**src/rtl/duty_value_display_pkg.sv**
```systemverilog
// Shared types and tables for the duty-cycle value display.
// Seven-segment patterns are active-low {g,f,e,d,c,b,a}.
package duty_value_display_pkg;

  localparam int DEF_DATA_W = 17;
  localparam int DEF_DIGITS = 6;

  typedef logic [3:0] bcd_t;

  typedef enum logic [1:0] {
    IDLE,
    CONV,
    DONE
  } conv_state_t;

  // Codes 10-15 cannot come out of the converter, so they blank
  localparam logic [6:0] SEG_LUT [16] = '{
    7'b1000000, 7'b1111001, 7'b0100100, 7'b0110000,
    7'b0011001, 7'b0010010, 7'b0000010, 7'b1111000,
    7'b0000000, 7'b0010000, 7'h7F,      7'h7F,
    7'h7F,      7'h7F,      7'h7F,      7'h7F
  };

endpackage

```
**src/rtl/duty_value_display_bin2bcd_seq.sv**
```systemverilog
// Sequential double-dabble converter; runs only when the input
// differs from the last converted value.
module bin2bcd_seq
  import duty_value_display_pkg::*;
#(
  parameter int DATA_W = DEF_DATA_W,
  parameter int DIGITS = DEF_DIGITS
) (
  input  logic                  clk,
  input  logic                  rst_n,
  input  logic [DATA_W-1:0]     value,
  output logic [4*DIGITS-1:0]   bcd,
  output logic                  busy
);

  localparam int BW  = 4 * DIGITS;
  localparam int CW  = $clog2(DATA_W + 1);
  localparam logic [CW-1:0] LAST = CW'(DATA_W - 1);

  conv_state_t       state;
  logic [DATA_W-1:0] shift_q;
  logic [DATA_W-1:0] cap_q;
  logic [DATA_W-1:0] src_q;
  logic [BW-1:0]     bcd_q;
  logic [BW-1:0]     adj;
  logic [CW-1:0]     bit_cnt;

  always_comb begin
    adj = bcd_q;
    for (int i = 0; i < DIGITS; i++) begin
      if (bcd_q[4*i +: 4] >= 4'd5)
        adj[4*i +: 4] = bcd_q[4*i +: 4] + 4'd3;
    end
  end

  always_ff @(posedge clk or negedge rst_n) begin
    if (!rst_n) begin
      state   <= IDLE;
      shift_q <= '0;
      cap_q   <= '0;
      src_q   <= '0;
      bcd_q   <= '0;
      bcd     <= '0;
      bit_cnt <= '0;
      busy    <= 1'b0;
    end else begin
      unique case (state)
        IDLE: begin
          if (value != src_q) begin
            shift_q <= value;
            cap_q   <= value;
            bcd_q   <= '0;
            bit_cnt <= '0;
            busy    <= 1'b1;
            state   <= CONV;
          end
        end
        CONV: begin
          bcd_q   <= {adj[BW-2:0], shift_q[DATA_W-1]};
          shift_q <= {shift_q[DATA_W-2:0], 1'b0};
          bit_cnt <= bit_cnt + CW'(1);
          if (bit_cnt == LAST)
            state <= DONE;
        end
        DONE: begin
          bcd   <= bcd_q;
          src_q <= cap_q;
          busy  <= 1'b0;
          state <= IDLE;
        end
        default: begin
          busy  <= 1'b0;
          state <= IDLE;
        end
      endcase
    end
  end

endmodule

```
**src/rtl/duty_value_display.sv**
```systemverilog
// Decimal display of the duty-cycle value on a multiplexed 7-seg.
// Optional LEADING_ZERO_BLANK_EN blanks leading zero digits.
module duty_value_display
  import duty_value_display_pkg::*;
#(
  parameter int DATA_W        = DEF_DATA_W,
  parameter int DIGITS        = DEF_DIGITS,
  parameter int REFRESH_CNT_W = 16
) (
  input  logic              clk,
  input  logic              rst_n,
  input  logic [DATA_W-1:0] value,
  output logic [DIGITS-1:0] an,
  output logic [6:0]        seg,
  output logic              dp,
  output logic              busy
);

  localparam int IW = $clog2(DIGITS);

  logic [4*DIGITS-1:0]      disp_bcd;
  logic [REFRESH_CNT_W-1:0] prescaler;
  logic [IW-1:0]            digit_idx;
  bcd_t                     nib [DIGITS];
  logic [6:0]               pat;

  bin2bcd_seq #(
    .DATA_W (DATA_W),
    .DIGITS (DIGITS)
  ) u_conv (
    .clk   (clk),
    .rst_n (rst_n),
    .value (value),
    .bcd   (disp_bcd),
    .busy  (busy)
  );

  always_comb begin
    for (int i = 0; i < DIGITS; i++)
      nib[i] = disp_bcd[4*i +: 4];
  end

`ifdef LEADING_ZERO_BLANK_EN
  logic [DIGITS-1:0] blank;
  logic              zero_run;

  // A digit blanks when it and everything above it is zero
  always_comb begin
    blank    = '0;
    zero_run = 1'b1;
    for (int i = DIGITS - 1; i > 0; i--) begin
      zero_run = zero_run & (nib[i] == 4'd0);
      blank[i] = zero_run;
    end
  end

  always_comb begin
    pat = SEG_LUT[nib[digit_idx]];
    if (blank[digit_idx])
      pat = 7'h7F;
  end
`else
  always_comb begin
    pat = SEG_LUT[nib[digit_idx]];
  end
`endif

  always_ff @(posedge clk or negedge rst_n) begin
    if (!rst_n) begin
      prescaler <= '0;
      digit_idx <= '0;
      an        <= '1;
      seg       <= 7'h7F;
    end else begin
      prescaler <= prescaler + REFRESH_CNT_W'(1);
      if (&prescaler)
        digit_idx <= (digit_idx == IW'(DIGITS - 1)) ? '0
                   : digit_idx + IW'(1);
      an  <= ~(DIGITS'(1) << digit_idx);
      seg <= pat;
    end
  end

  assign dp = 1'b1;

endmodule

```
**config.mk**
```make
export PLATFORM = sky130hd
export DESIGN_NAME = duty_value_display
export DESIGN_NICKNAME = d
export VERILOG_FILES = /design/src/rtl/duty_value_display_pkg.sv /design/src/rtl/duty_value_display_bin2bcd_seq.sv /design/src/rtl/duty_value_display.sv
export SDC_FILE = /design/constraint.sdc
export NUM_CORES = 1
export LEC_CHECK = 0
export ABC_AREA = 1
export CORE_UTILIZATION = 54
export DETAILED_ROUTE_END_ITERATION = 8
export PLACE_DENSITY = 0.75
export SKIP_CTS_REPAIR_TIMING = 1
export SYNTH_ARGS = -nofsm -noshare
export SYNTH_HDL_FRONTEND = slang
export SYNTH_SLANG_ARGS = --single-unit
```
**constraint.sdc**
```tcl
create_clock -name clk -period 1.6 [get_ports clk]
set_clock_uncertainty 0.05 [all_clocks]
set_input_delay 0.32 -clock clk [delete_from_list [all_inputs] [get_ports clk]]
set_output_delay 0.32 -clock clk [all_outputs]
set_load 0.01 [all_outputs]
```
==> flow_summary_export.csv, run 1 <==
group,metric,value,unit
finish,fin_area,9111,sq um
finish,fill_cells,788,
clock_network,cts_max_level,4,
clock_network,cts_tree,"yes",
sta,setup_viol,51,
detailed_routing,wl_met3,638,microns
sta,fmax,558.2,MHz
detailed_routing,antenna_left,0,
floorplan,die_y,113.7,microns
logic_synthesis,synth_top_cells_by_count,"nand2_1 (239), dfrtp_1 (126), inv_1 (81)",
global_route,grt_max_degree,50,
logic_synthesis,synth_cell_types,32,
placement,place_inst,1025,
detailed_routing,wl,15750,microns
global_route,grt_pass1_wl,23030,microns
worst_setup_path,endpoint_kind,"register",
worst_setup_path,cp-endpoint,"seg[3]",
detailed_routing,firstDrtPassIters,5,
logic_synthesis,synthCells,809,
logic_synthesis,avgSynthCellArea,8.322,sq um
floorplan,io_pins,34,
detailed_routing,wl_met2,8367,microns
worst_setup_path,rr_endpoint,"seg[3]",
finish,layout-drive-gt1-share,28.88,%
clock_network,root_buffer,"clkbuf_16",
logic_synthesis,synthArstFlopShare,100.0,%
logic_synthesis,synth_ff_type,"dfrtp_1",
global_route,overflow,0,
worst_setup_path,crit_type,"register to register",
worst_setup_path,r2r_slack,-0.19,ns
power_and_ir_drop,vdd_drop_max,0.9916,mV
worst_setup_path,worst_ep_required_time,1.92,ns
logic_synthesis,ys_ff_latch,139,
power_and_ir_drop,internal_power,10170,uW
worst_setup_path,r2r_cells,11,
placement,gp_congestion,0.7943,
global_route,antenna_found_initial,0,
logic_synthesis,netlist.area_leader.share,46.83,%
floorplan,coreArea,12060,sq um
clock_network,clock_latency,0.42,ns
power_and_ir_drop,pwr-share-comb,42.9,%
sta,min_period_over_period,112.0,%
finish,multiInputGateArea,3322,sq um
sta,rsz0062_at_grt,"yes",
detailed_routing,met1Wirelength,6383,microns
clock_network,clkSinkCount,139,
worst_setup_path,worst-endpoint-arrival,2.11,ns
placement,port-buffer-count,32,
detailed_routing,drt-wirelength-per-cell,14.55,microns
finish,ff_latch_area,3497,sq um
worst_setup_path,critPathLaunchType,"register",
run,drv_cap,0,
sta,finalHoldViolCount,0,
logic_synthesis,ys_warn_count,0,
logic_synthesis,synth_area_leaders,"dfrtp_1 (47%), nand2_1 (13%), o21ai_0 (5.9%)",
placement,post-dp-hpwl,8918,microns
detailed_routing,initialDrtViolationCount,316,
detailed_routing,num_vias,5730,
detailed_routing,drc,0,
power_and_ir_drop,leakage,0.004576,uW
finish,fin_nets,941,
power_and_ir_drop,finalPower,16740,uW
finish,diodes,0,
logic_synthesis,syn_nets,849,
power_and_ir_drop,power_frac_seq,34.8,%
floorplan,die-width,113.7,microns
worst_setup_path,r2r-start,"digit_idx[1]",
power_and_ir_drop,pwr-share-clk,22.4,%
logic_synthesis,synth_area_leader_cell,"dfrtp_1",
logic_synthesis,yosysMostFrequentCell,"nand2_1",
logic_synthesis,seq_area_frac_synth,51.90,%
floorplan,start_util,55.82,%
power_and_ir_drop,switching_power,6563,uW
floorplan,dieArea,12920,sq um
worst_setup_path,startpoint,"digit_idx[1]",
logic_synthesis,synth_edf_count,0,
finish,syn_to_final_growth,35.33,%
power_and_ir_drop,swShare,39.22,%
global_route,first_global_vias,5239,
clock_network,clockBufferDepth,2,
power_and_ir_drop,power_density,1837,nW/um^2
finish,post-route-util,75.54,%
outcome,violations,"negative setup slack",
worst_setup_path,crit_fanout,4,
placement,dpl_cell_area,7536,sq um
finish,fin_cells,1082,
hold_path,min_path_type,"primary input to register",
detailed_routing,top_layer,"met4",
floorplan,rows,40,
outcome,run_status,"complete, but fails checks",
clock_network,clk_pin_slew,0.06,ns
sta,setup_slack,-0.1916,ns
sta,slew_violations,0,
sta,finalWorstPathRequiredPeriod,1.792,ns
global_route,track_usage,22.61,%
detailed_routing,drt-vias-per-instance,5.296,
clock_network,cts_buffers,17,
logic_synthesis,syn_area,6733,sq um
## final cells by class
class	instances	share of cell area, %
clock buffer	18	4.710
multi-input combinational	553	36.46
tap	168	2.307
sequential	139	38.38
timing repair buffer	100	12.84
inverter	90	3.873
clock inverter	14	1.428
## critical path, cell delays in order (launching register included)
cell and delay [ns]:
dfrtp_2 0.42, inv_2 0.07, nand2_2 0.09, inv_2 0.06, nand2_1 0.06, nand4_1 0.13
a21oi_2 0.27, buf_4 0.17, ha_4 0.20, nand2_4 0.07, nand3_2 0.07, nand2_2 0.08
## state kept, by name (all words and copies together), names as in the netlist, 6 cells and up
signal          flops
u_conv.bcd         24
u_conv.bcd_q       24
u_conv.cap_q       17
u_conv.shift_q     17
u_conv.src_q       17
prescaler          16
seg                 7
an                  6
## cell families after synthesis
family | Yosys count | share of synthesized area (%)
compound gates | 121 | 9.292
xor+xnor | 21 | 2.732
buf+inv | 119 | 7.396
fa+ha+maj | 21 | 3.903
other cells | 1 | 0.05570
mux | 3 | 0.5017
simple gates | 384 | 24.21
flops | 139 | 51.90
## routing by layer
metal	global-route usage, %	up-vias
li1	-	2766
met1	26.89	2784
met2	39.84	148
met3	5.792	32
met4	7.719	0
met5	0	-
## cells in the final DEF, fill, tap and decap left out, drive strengths merged
cell type      synthesis  final
nand2                247    249
dfrtp                126    126
inv                   90     90
o21ai                 80     80
nand3                 69     69
buf                   17     62
nor2                  53     53
a21oi                 36     36
clkbuf                12     24
dlymetal6s2s           0     21
ha                    21     21
xor2                  15     15
dfstp                 13     13
clkdlybuf4s50          0     10
clkinv                 0      8
xnor2                  6      6
nor3                   6      6
nand4                  5      5
a22oi                  4      4
clkinvlp               0      4
or2                    4      4
mux2                   3      3
bufinv                 0      2
a21boi                 1      1
conb                   1      1
dlygate4sd3            0      1
## per-stage QoR
| step | worst slack (ns) | hold WS (ns) | setup TNS (ns) |
|---|---|---|---|
| 2_1_floorplan | 0.01314 | -0.02559 | 0 |
| 3_5_place_dp | -0.4947 | 0.1558 | -29.78 |
| 6_report | -0.1916 | 0.1825 | -2.220 |
| 5_1_grt | -0.2747 | 0.1932 | -8.017 |
| 3_3_place_gp | -0.4608 | 0.1501 | -27.63 |
| 4_1_cts | -0.2427 | -0.2879 | -6.345 |
## worst min path at each step
stage	endpoint	slack, ns	depth (start not counted)	from
after detailed placement	prescaler[9]	0.16	1	rst_n
after global routing	u_conv.cap_q[3]	0.19	3	value[3]
after CTS	prescaler[6]	-0.29	1	rst_n
final	u_conv.cap_q[3]	0.18	3	value[3]
after floorplan	digit_idx[0]	-0.03	0	rst_n
after global placement	prescaler[9]	0.15	1	rst_n
## power groups by stage
stage               Sequential, uW  Clock [uW]  Combinational [uW]
floorplan                     5500           0                3800
global placement              5620           0                4870
detailed placement            5670           0                5130
CTS                           5630        3780                5200
global route                  5960        3940                7950
finish                        5820        3740                7170
(Power assumes the default switching activity.)
==> run 2: changes to the inputs <==
--- a/config.mk
+++ b/config.mk
@@ -5,7 +5,6 @@
 export SDC_FILE = /design/constraint.sdc
 export NUM_CORES = 1
 export LEC_CHECK = 0
-export ABC_AREA = 1
 export CORE_UTILIZATION = 54
 export DETAILED_ROUTE_END_ITERATION = 8
 export PLACE_DENSITY = 0.75
==> run 2 against run 1 <==
Effect of this change:
- the run still ends with negative setup slack left
- total power decreased by 5.0%
- flip-flop and latch count unchanged
- sequential share of layout area increased by 0.47 points
- clock-buffer cell count increased by 9
- largest cell class unchanged
==> flow_summary_export.csv, run 2 <==
group,metric,value,unit
outcome,run_status,"complete, but fails checks",
outcome,violations,"negative setup slack",
logic_synthesis,ys_warn_count,0,
worst_setup_path,r2r_cells,6,
detailed_routing,drc,0,
power_and_ir_drop,swShare,32.65,%
global_route,grt_max_degree,43,
sta,timing.slew.headroom,34.55,%
floorplan,start_util,55.41,%
logic_synthesis,syn_area,6655,sq um
hold_path,worstHoldStart,"value[16]",
logic_synthesis,syn_nets,585,
sta,setup_slack,-0.3903,ns
power_and_ir_drop,power_frac_seq,36.4,%
floorplan,coreArea,12010,sq um
power_and_ir_drop,power_density,1767,nW/um^2
placement,gp_congestion,0.8324,
logic_synthesis,yosysMostFrequentCell,"dfrtp_1",
worst_setup_path,critPathLaunchType,"register",
logic_synthesis,synth_edf_count,0,
detailed_routing,wl,16480,microns
sta,setup_viol,84,
worst_setup_path,crit_type,"register to register",
power_and_ir_drop,pwr-share-clk,25.7,%
finish,diodes,0,
placement,place_inst,779,
logic_synthesis,seq_area_frac_synth,52.51,%
logic_synthesis,netlist.area_leader.share,47.38,%
clock_network,cts_max_level,4,
finish,syn_to_final_growth,35.19,%
worst_setup_path,worst_ep_required_time,1.85,ns
sta,worstMarginPinSlew,0.9773,ns
finish,fill_cells,692,
finish,fin_nets,711,
global_route,first_global_vias,5039,
power_and_ir_drop,leakage,0.004205,uW
floorplan,die-width,113.0,microns
detailed_routing,drt-wirelength-per-cell,19.83,microns
detailed_routing,drt-vias-per-instance,5.845,
clock_network,root_buffer,"clkbuf_16",
logic_synthesis,synth_area_leaders,"dfrtp_1 (47%), mux2_2 (11%), dfstp_2 (5.1%)",
power_and_ir_drop,internal_power,10710,uW
finish,fin_cells,831,
global_route,overflow,0,
worst_setup_path,endpoint_kind,"register",
power_and_ir_drop,finalPower,15900,uW
logic_synthesis,avgSynthCellArea,12.21,sq um
logic_synthesis,synth_ff_type,"dfrtp_1",
logic_synthesis,synth_area_leader_cell,"dfrtp_1",
logic_synthesis,synth_top_cells_by_count,"dfrtp_1 (126), mux2_2 (64), a22o_1 (37)",
floorplan,die_y,113.0,microns
sta,finalHoldViolCount,0,
run,drv_cap,0,
floorplan,rows,40,
hold_path,hold_depth,3,
finish,layout.cells.most_common_list,"dfrtp_1 (125), buf_4 (70), mux2_2 (37), a22o_1 (37), mux2_4 (27)",
detailed_routing,antenna_left,0,
global_route,track_usage,24.86,%
detailed_routing,num_vias,4857,
worst_setup_path,crit_fanout,17,
clock_network,clock_latency,0.42,ns
finish,final_common_cell,"dfrtp_1",
clock_network,clk_pin_slew,0.06,ns
logic_synthesis,ys_ff_latch,139,
logic_synthesis,synthArstFlopShare,100.0,%
placement,port-buffer-count,32,
global_route,antenna_found_initial,0,
finish,top_regs,"u_conv.bcd: 24 flops, u_conv.bcd_q: 24 flops",
clock_network,cts_tree,"yes",
finish,layout-drive-gt1-share,36.70,%
clock_network,clockBufferDepth,2,
clock_network,clkSinkCount,139,
sta,min_period_over_period,124.4,%
worst_setup_path,startpoint,"u_conv.src_q[16]",
power_and_ir_drop,vdd_drop_max,0.9940,mV
clock_network,cts_buffers,17,
global_route,grt_pass1_wl,24420,microns
logic_synthesis,synthCells,545,
sta,finalWorstPathRequiredPeriod,1.990,ns
sta,rsz0062_at_grt,"yes",
floorplan,dieArea,12770,sq um
hold_path,min_path_type,"primary input to register",
logic_synthesis,synth_cell_types,42,
worst_setup_path,worst-endpoint-arrival,2.24,ns
detailed_routing,firstDrtPassIters,5,
sta,slew_violations,0,
worst_setup_path,r2r-start,"u_conv.src_q[16]",
floorplan,io_pins,34,
detailed_routing,initialDrtViolationCount,327,
power_and_ir_drop,pwr-share-comb,37.9,%
power_and_ir_drop,switching_power,5190,uW
placement,post-dp-hpwl,9562,microns
sta,fmax,502.4,MHz
==> run 2: routing by layer <==
metal  vias to the layer above  global-route usage [%]  part of all wire [%]  wire length [microns]
met5                         -                       0                     0                      0
met4                         0                   8.509                   2.0                    331
met3                        33                   5.892                   3.7                    614
met2                       127                   40.82                    52                   8533
met1                      2489                   32.52                    42                   6997
li1                       2208                       -                     -                      -
==> run 2: critical path, cell delays in order (launching register included) <==
cell and delay, ns:
dfrtp_1 0.41, xor2_2 0.18, nor4_4 0.32, nand4_4 0.18, o21ai_4 0.20, buf_12 0.18, mux2_2 0.35
==> run 2: power groups by stage <==
stage | clock, uW | sequential [uW] | combinational [uW]
floorplan | 0 | 5520 | 3480
global placement | 0 | 5650 | 4760
detailed placement | 0 | 5730 | 5050
CTS | 4100 | 5700 | 5140
global route | 4270 | 5920 | 6560
finish | 4080 | 5790 | 6020
==> run 2: cells by family (layout without fill, tap and decap cells) <==
| family | Yosys count | count (layout) | share of synthesized area [%] |
|---|---|---|---|
| buffers and inverters | 47 | 186 | 3.064 |
| muxes | 75 | 75 | 13.27 |
| xor gates and xnor gates | 38 | 38 | 5.001 |
| DFF | 139 | 139 | 52.51 |
| other | 1 | 1 | 0.05635 |
| adders and majority gates | 21 | 21 | 3.948 |
| and+or+nand+nor | 114 | 114 | 9.175 |
| AOI/OAI and AO/OA | 110 | 110 | 12.97 |
==> run 2: area by class of cell <==
class | instances | area [sq um] | area share, %
clock buffer | 27 | 543.0 | 6.035
timing repair buffer | 130 | 1318 | 14.64
sequential | 139 | 3496 | 38.85
tap | 147 | 183.9 | 2.044
clock inverter | 5 | 77.57 | 0.8622
multi-input combinational | 359 | 3286 | 36.52
inverter | 24 | 93.84 | 1.043
==> run 2: worst paths after layout <==
check	to	slack (ns)
min reg2reg	prescaler[0]	0.40
max in group asynchronous	seg[4]	0.58
min in group asynchronous	u_conv.src_q[3]	0.35
max	u_conv.cap_q[2]	-0.39
min	u_conv.shift_q[16]	0.32
max reg2reg	u_conv.cap_q[2]	-0.39
==> run 2: per-stage QoR <==
| stage | util (%) | cell area (sq um) | setup TNS (ns) | setup slack, ns | hold slack (ns) |
|---|---|---|---|---|---|
| 6_report | 74.91 | 8997 | -23.19 | -0.3903 | 0.3157 |
| 2_1_floorplan | - | 6696 | -17.17 | -0.3576 | -0.02559 |
| 3_3_place_gp | 64.71 | 7772 | -47.58 | -0.7619 | 0.2227 |
| 5_1_grt | 74.91 | 8997 | -28.87 | -0.4611 | 0.3267 |
| 3_5_place_dp | 64.71 | 7772 | -49.85 | -0.8047 | 0.2282 |
| 4_1_cts | 69.88 | 8393 | -28.52 | -0.4060 | -0.2160 |
